<file path="config.mk">
export PLATFORM = sky130hd
export DESIGN_NAME = mem_port_arbiter
export DESIGN_NICKNAME = d
export VERILOG_FILES = /design/src/rtl/mem_port_arbiter_pkg.sv /design/src/rtl/arb_streak_counter.sv /design/src/rtl/mem_port_arbiter.sv
export SDC_FILE = /design/constraint.sdc
export NUM_CORES = 1
export LEC_CHECK = 0
export BUFFER_PORTS_ARGS = -buffer_cell sky130_fd_sc_hd__buf_4
export CAP_MARGIN = 20
export CORE_AREA = 2 2 106 108
export DETAILED_ROUTE_END_ITERATION = 8
export DIE_AREA = 0 0 108 110
export GPL_TIMING_DRIVEN = 0
export SLEW_MARGIN = 0
export SYNTH_ARGS = -nofsm -noshare
export SYNTH_HDL_FRONTEND = slang
export SYNTH_SLANG_ARGS = --single-unit
</file>
<file path="constraint.sdc">
create_clock -name clk -period 2.1 [get_ports clk]
set_clock_uncertainty 0.2 [all_clocks]
set_input_delay 0.21 -clock clk [delete_from_list [all_inputs] [get_ports clk]]
set_output_delay 0.21 -clock clk [all_outputs]
set_load 0.01 [all_outputs]
</file>
<file path="src/rtl/mem_port_arbiter_pkg.sv">
// -----------------------------------------------------------------------------
// mem_port_arbiter_pkg
// Shared bus definitions for the core-to-unified-RAM arbiter:
//   - default bus widths and the all-ones byte-enable constant for them
//   - arbiter state encoding (which read, if any, is outstanding)
//   - owner encoding (which requester a grant or a read return belongs to)
// -----------------------------------------------------------------------------
package mem_port_arbiter_pkg;

  localparam int unsigned BUS_ADDR_W = 32;
  localparam int unsigned BUS_DATA_W = 32;
  localparam int unsigned BUS_BE_W   = BUS_DATA_W / 8;

  // Full-word byte enables at the default data width; fetches always read
  // whole words.
  localparam logic [BUS_BE_W-1:0] BUS_BE_ALL = {BUS_BE_W{1'b1}};

  typedef enum logic [1:0] {
    ST_IDLE    = 2'd0,  // no read outstanding
    ST_WAIT_IF = 2'd1,  // fetch read outstanding
    ST_WAIT_D  = 2'd2   // load outstanding
  } arb_state_e;

  typedef enum logic [1:0] {
    OWN_NONE = 2'd0,
    OWN_IF   = 2'd1,
    OWN_D    = 2'd2
  } owner_e;

  // Which requester the currently outstanding read belongs to.
  function automatic owner_e state_owner(input arb_state_e st);
    case (st)
      ST_WAIT_IF: return OWN_IF;
      ST_WAIT_D:  return OWN_D;
      default:    return OWN_NONE;
    endcase
  endfunction

endpackage

</file>
<file path="src/rtl/arb_streak_counter.sv">
// -----------------------------------------------------------------------------
// arb_streak_counter
// Saturating counter with synchronous clear. Counts consecutive data grants
// issued while fetch is waiting; at_max tells the arbiter to let fetch win.
// Ports:
//   clk, reset : clock, asynchronous active-high reset
//   inc        : count one more (ignored once saturated)
//   clr        : return to zero (wins over inc)
//   at_max     : count has reached MAX_COUNT
// -----------------------------------------------------------------------------
module arb_streak_counter #(
  parameter int unsigned MAX_COUNT = 4
) (
  input  logic clk,
  input  logic reset,
  input  logic inc,
  input  logic clr,
  output logic at_max
);

  localparam int unsigned CNT_W = $clog2(MAX_COUNT + 1);

  logic [CNT_W-1:0] count_q, count_d;

  assign at_max = (count_q == CNT_W'(MAX_COUNT));

  // NOTE: every variable gets a default at the top of always_comb so no
  // path leaves it unassigned; that is what keeps latches from being inferred.
  always_comb begin
    count_d = count_q;
    if (clr) begin
      count_d = '0;
    end else if (inc && !at_max) begin
      count_d = count_q + 1'b1;
    end
  end

  // NOTE: state registers use non-blocking assignments so every flop samples
  // values from before the edge, independent of statement order.
  always_ff @(posedge clk or posedge reset) begin
    if (reset) begin
      count_q <= '0;
    end else begin
      count_q <= count_d;
    end
  end

endmodule

</file>
<file path="src/rtl/mem_port_arbiter.sv">
// -----------------------------------------------------------------------------
// mem_port_arbiter
// Shares one single-port synchronous RAM between instruction fetch (if_*) and
// load/store (d_*). One transaction is granted per cycle at most; one read may
// be outstanding and its return is routed to its owner with no added latency.
// Data has priority, except that after MAX_STREAK consecutive data grants with
// fetch waiting, fetch wins the next arbitration.
// Ports:
//   clk, reset          : clock, asynchronous active-high reset
//   if_req/addr         : fetch read request (held until if_gnt)
//   if_gnt/rvalid/rdata : fetch accept and read return
//   d_req/we/addr/be/wdata : load/store request (held until d_gnt)
//   d_gnt/rvalid/rdata  : data accept and load return
//   mem_req/we/addr/be/wdata : RAM command strobe (valid on grant cycle)
//   mem_rvalid/rdata    : RAM read return, >=1 cycle after a read command
//   spurious_rvalid     : RAM returned data with no read outstanding
// -----------------------------------------------------------------------------
module mem_port_arbiter
  import mem_port_arbiter_pkg::*;
#(
  parameter int unsigned ADDR_W     = BUS_ADDR_W,
  parameter int unsigned DATA_W     = BUS_DATA_W,
  parameter int unsigned MAX_STREAK = 4
) (
  input  logic                clk,
  input  logic                reset,
  input  logic                if_req,
  input  logic [ADDR_W-1:0]   if_addr,
  output logic                if_gnt,
  output logic                if_rvalid,
  output logic [DATA_W-1:0]   if_rdata,
  input  logic                d_req,
  input  logic                d_we,
  input  logic [ADDR_W-1:0]   d_addr,
  input  logic [DATA_W/8-1:0] d_be,
  input  logic [DATA_W-1:0]   d_wdata,
  output logic                d_gnt,
  output logic                d_rvalid,
  output logic [DATA_W-1:0]   d_rdata,
  output logic                mem_req,
  output logic                mem_we,
  output logic [ADDR_W-1:0]   mem_addr,
  output logic [DATA_W/8-1:0] mem_be,
  output logic [DATA_W-1:0]   mem_wdata,
  input  logic                mem_rvalid,
  input  logic [DATA_W-1:0]   mem_rdata,
  output logic                spurious_rvalid
);

  localparam int unsigned BE_W = DATA_W / 8;

  arb_state_e state_q, state_d;
  owner_e     gnt_owner;
  owner_e     rd_owner;
  logic       port_free;
  logic       streak_max;
  logic       if_gnt_raw;
  logic       d_gnt_raw;

  // Counts data grants that bypassed a waiting fetch; any cycle without a
  // fetch request means fetch is not being starved, so the streak restarts.
  arb_streak_counter #(
    .MAX_COUNT (MAX_STREAK)
  ) u_streak (
    .clk    (clk),
    .reset  (reset),
    .inc    (d_gnt_raw && if_req),
    .clr    (if_gnt_raw || !if_req),
    .at_max (streak_max)
  );

  always_ff @(posedge clk or posedge reset) begin
    if (reset) begin
      state_q <= ST_IDLE;
    end else begin
      state_q <= state_d;
    end
  end

  always_comb begin
    gnt_owner       = OWN_NONE;
    state_d         = state_q;
    rd_owner        = state_owner(state_q);
    if_gnt          = 1'b0;
    d_gnt           = 1'b0;
    if_rvalid       = 1'b0;
    if_rdata        = '0;
    d_rvalid        = 1'b0;
    d_rdata         = '0;
    mem_req         = 1'b0;
    mem_we          = 1'b0;
    mem_addr        = '0;
    mem_be          = '0;
    mem_wdata       = '0;
    spurious_rvalid = 1'b0;

    // The outstanding read retires in the same cycle its data arrives, so a
    // new command can issue back-to-back with that return.
    port_free = (state_q == ST_IDLE) || mem_rvalid;

    if (port_free) begin
      if (if_req && (streak_max || !d_req)) begin
        gnt_owner = OWN_IF;
      end else if (d_req) begin
        gnt_owner = OWN_D;
      end
    end

    if_gnt_raw = (gnt_owner == OWN_IF);
    d_gnt_raw  = (gnt_owner == OWN_D);

    case (gnt_owner)
      OWN_IF:  state_d = ST_WAIT_IF;
      // Stores finish at grant: the RAM returns nothing for a write.
      OWN_D:   state_d = d_we ? ST_IDLE : ST_WAIT_D;
      default: if (mem_rvalid) state_d = ST_IDLE;
    endcase

    // Outputs are forced to zero for the whole reset interval, not just after
    // the next clock edge, so the RAM sees no command while reset is held.
    if (!reset) begin
      if_gnt  = if_gnt_raw;
      d_gnt   = d_gnt_raw;
      mem_req = if_gnt_raw || d_gnt_raw;

      if (if_gnt_raw) begin
        mem_addr = if_addr;
        mem_be   = {BE_W{1'b1}};
      end else if (d_gnt_raw) begin
        mem_we    = d_we;
        mem_addr  = d_addr;
        mem_be    = d_be;
        mem_wdata = d_wdata;
      end

      if (mem_rvalid) begin
        case (rd_owner)
          OWN_IF: begin
            if_rvalid = 1'b1;
            if_rdata  = mem_rdata;
          end
          OWN_D: begin
            d_rvalid = 1'b1;
            d_rdata  = mem_rdata;
          end
          default: spurious_rvalid = 1'b1;
        endcase
      end
    end
  end

endmodule

</file>
==> qor.csv <==
stage;metric;value;unit
run_status;status;complete, but fails checks;
run_status;failing checks;negative setup slack;
clock_network;clk slew on worst S/H paths;40;ps
drt;Vias;2584;
setup_path;crit-path max cell delay;350;ps
timing;Slew HR;0.749;
die;die height;110;um
yosys;Synth Instances;195;
yosys;yosys warns;0;
setup_path;CP required;1690;ps
clock_network;CTS root buf;clkbuf_8;
drt;DR vias/cell;4.04;
yosys;syn_nets;340;
worst_hold_path;Hold Path Origin;mem_rvalid;
worst_hold_path;Hold Path Depth;2;
placed_design;Post-DP HPWL;7670;um
power;Max VDD drop;0.254;mV
setup_path;CP Max Fanout;8;
cells_and_area;filler instances;1081;
timing;final worst-path cycle share;1.20;
drt;post-route ant nets;0;
setup_path;Crit. Startpoint;state_q[1];
timing;Fin Hold WS;53.0;ps
power;LEAKAGE;2.40;nW
global_route;initial antenna violation count;0;
setup_path;RR Endpoint;u_streak.count_q[0];
timing;fmax;0.396;GHz
die;core area;10700;um2
cells_and_area;most common cell after layout, fill and taps aside;buf_4;
power;pwr dens;244;nW/um2
drt;DR WL met3;697;um
power;sequential share of power;0.102;
drt;final WL;9420;um
timing;final hold vios;0;
setup_path;CP max-delay cell;dfrtp_1;
timing;final setup vio count;72;
power;P_int;0.723;mW
placed_design;DP Worst Slack;-333;ps
timing;Worst Tran Pin Value;376;ps
timing;Final Critical Period;2530;ps
die;die footprint;11900;um2
setup_path;most frequent CP cell;buf_6;
die;Initial Utilization;0.140;
yosys;area of the mapped netlist;1490;um2
global_route;vias in the first global route;2311;
yosys;mean post-synth cell area;7.65;um2
drt;DRT Pass-1 Iters;4;
placed_design;GPL Wtd Cong;0.782;
setup_path;crit-path cells;inv_2 > ha_4 > o21ai_4 > a21o_1 > ha_4 > nor3b_4 > buf_6 > buf_6 > a22o_1 > buf_6;
setup_path;Reg2Reg Depth;10;
setup_path;CP arrival;2120;ps
yosys;Synth Register Bits;5;
clock_network;clk buf depth;2;
setup_path;CP endpoint kind;output port;
clock_network;Num CTS Buffers;3;
global_route;grt ovf;0;
global_route;GRT Util Overall;0.125;
worst_hold_path;Hold WC Path Type;in2reg;
timing;slack of the critical path;-426;ps
worst_hold_path;Worst Hold End;state_q[1];
setup_path;R2R Setup Slk;-10;ps
drt;WL met1;3730;um
die;I/O pins;277;
power;Tot Pwr;1.07;mW
drt;initial drt markers;89;
run;max-cap viol count;0;
setup_path;R2R Path Start;u_streak.count_q[1];
die;row count;38;
timing;Slew Viols, Final;0;
setup_path;Worst setup SP type;flop;
power;Clock power frac;0.172;
yosys;sequential area share after synthesis;0.0838;
power;Gate power share;0.726;
global_route;largest net degree at the start of global routing;11;
cells_and_area;final net count;645;
power;P_sw;0.349;mW
global_route;first-pass GRT wire length;11900;um
placed_design;Port-buffer cells;276;
clock_network;CTS tree;built;
drt;drt wl/cell;14.7;um
yosys;Cell variety after synth;30;
cells_and_area;most frequent cells in the layout;244 x buf_4, 77 x and2_1, 62 x buf_6, 32 x a22o_1, 20 x and2_4;
die;die width;108;um
timing;RSZ-0062 raised after global routing;yes;
setup_path;kind of critical path;reg2out;
clock_network;clock sink count;5;
drt;met2 WL;4910;um
clock_network;Clk Latency, worst-skew pair;230;ps
drt;top layer in use;met4;
cells_and_area;Synth-to-Final Area Change;194;%
clock_network;H-tree levels;1;
cells_and_area;share of layout cells above drive strength 1;0.719;
power;sw frac;0.326;
cells_and_area;n_diodes;0;
drt;Post-route DRC;0;
## sequential cells by signal, indices dropped and copies added (netlist names)
name	count
state_q	2
u_streak.count_q	3
## synthesized netlist by cell type
library cell | n | area, um2
a21boi_0 | 1 | 7.51
a21o_1 | 5 | 37.5
a21oi_1 | 2 | 10.0
a22o_1 | 32 | 280
and2_1 | 97 | 607
and3b_1 | 2 | 17.5
and4b_1 | 1 | 10.0
buf_2 | 2 | 10.0
buf_4 | 3 | 22.5
buf_6 | 7 | 78.8
clkbuf_1 | 1 | 3.75
clkbuf_2 | 4 | 20.0
dfrtp_1 | 5 | 125
ha_1 | 7 | 87.6
inv_1 | 6 | 22.5
mux2i_1 | 2 | 20.0
nand2_1 | 1 | 3.75
nand3_1 | 1 | 5.00
nand3b_1 | 3 | 22.5
nor2_1 | 1 | 3.75
nor2b_1 | 2 | 12.5
nor3b_1 | 1 | 7.51
nor3b_2 | 1 | 12.5
nor4b_1 | 1 | 8.76
o211a_1 | 1 | 10.0
o211ai_1 | 1 | 7.51
o21ai_0 | 1 | 5.00
o31ai_1 | 1 | 7.51
o41ai_1 | 1 | 8.76
or3b_2 | 2 | 17.5
## cell families after synthesis
| kind of cell | synth area share |
|---|---|
| AND/OR/NAND/NOR | 0.488 |
| AO/OA/AOI/OAI | 0.251 |
| buffers and inverters | 0.106 |
| adder cells (fa/ha/maj) | 0.0587 |
| flip-flops | 0.0838 |
| multiplexers | 0.0134 |
## power by group through the flow
stage,Clock [mW],Combinational (mW),Sequential (mW)
2_1_floorplan,0,0.245,0.110
3_3_place_gp,0,0.633,0.111
3_5_place_dp,0,0.641,0.111
4_1_cts,0.184,0.719,0.108
5_1_grt,0.192,0.829,0.110
6_report,0.184,0.779,0.109
## per-stage QoR
| stage | cells | TNS (ps) | util | area (um2) |
|---|---|---|---|---|
| after floorplan | 195 | 0 | - | 1540 |
| after detailed placement | 611 | -15250 | 0.354 | 3780 |
| final | 639 | -25320 | 0.411 | 4390 |
| after CTS | 630 | -22940 | 0.385 | 4120 |
| after global placement | 611 | -12980 | 0.354 | 3780 |
| after global routing | 639 | -32940 | 0.411 | 4390 |
## layout make-up
cell class	count	area (um2)	share of cell area
well taps	140	175	0.0399
flip-flops and latches	5	125	0.0285
repair buffers	300	2450	0.558
clock buffers	4	45.0	0.0103
plain buffers	17	206	0.0470
multi-input cells	167	1370	0.311
inverters	6	22.5	0.00513
## critical path: cells and delay by family, from the launching register on
family | cells | cell delay, ps
fa+ha+maj | 2 | 340
simple gates | 1 | 200
compound gates | 3 | 490
flops | 1 | 350
buf+inv | 4 | 490
## repair_timing
action                                 4_1_cts  5_1_grt
hold buffers                                 1        0
setup endpoints to repair                   72      133
endpoints found under the hold margin        5        0
pin swaps                                   19       14
buffers inserted                            12        5
resized for setup                           51       67
cloned                                       2        5
## worst max-delay path by stage
stage	end	slack, ps
finish	mem_addr[9]	-430
detailed placement	mem_addr[9]	-330
floorplan	mem_addr[26]	3
CTS	mem_addr[9]	-380
global placement	mem_addr[9]	-290
global route	mem_addr[22]	-510
## per-layer routing
layer  GRT usage  up-vias
li1            -     1276
met1       0.164     1170
met2       0.222      131
met3      0.0159        7
met4      0.0192        0
met5           0        -
No activity file was read; power rests on OpenSTA's default activity.
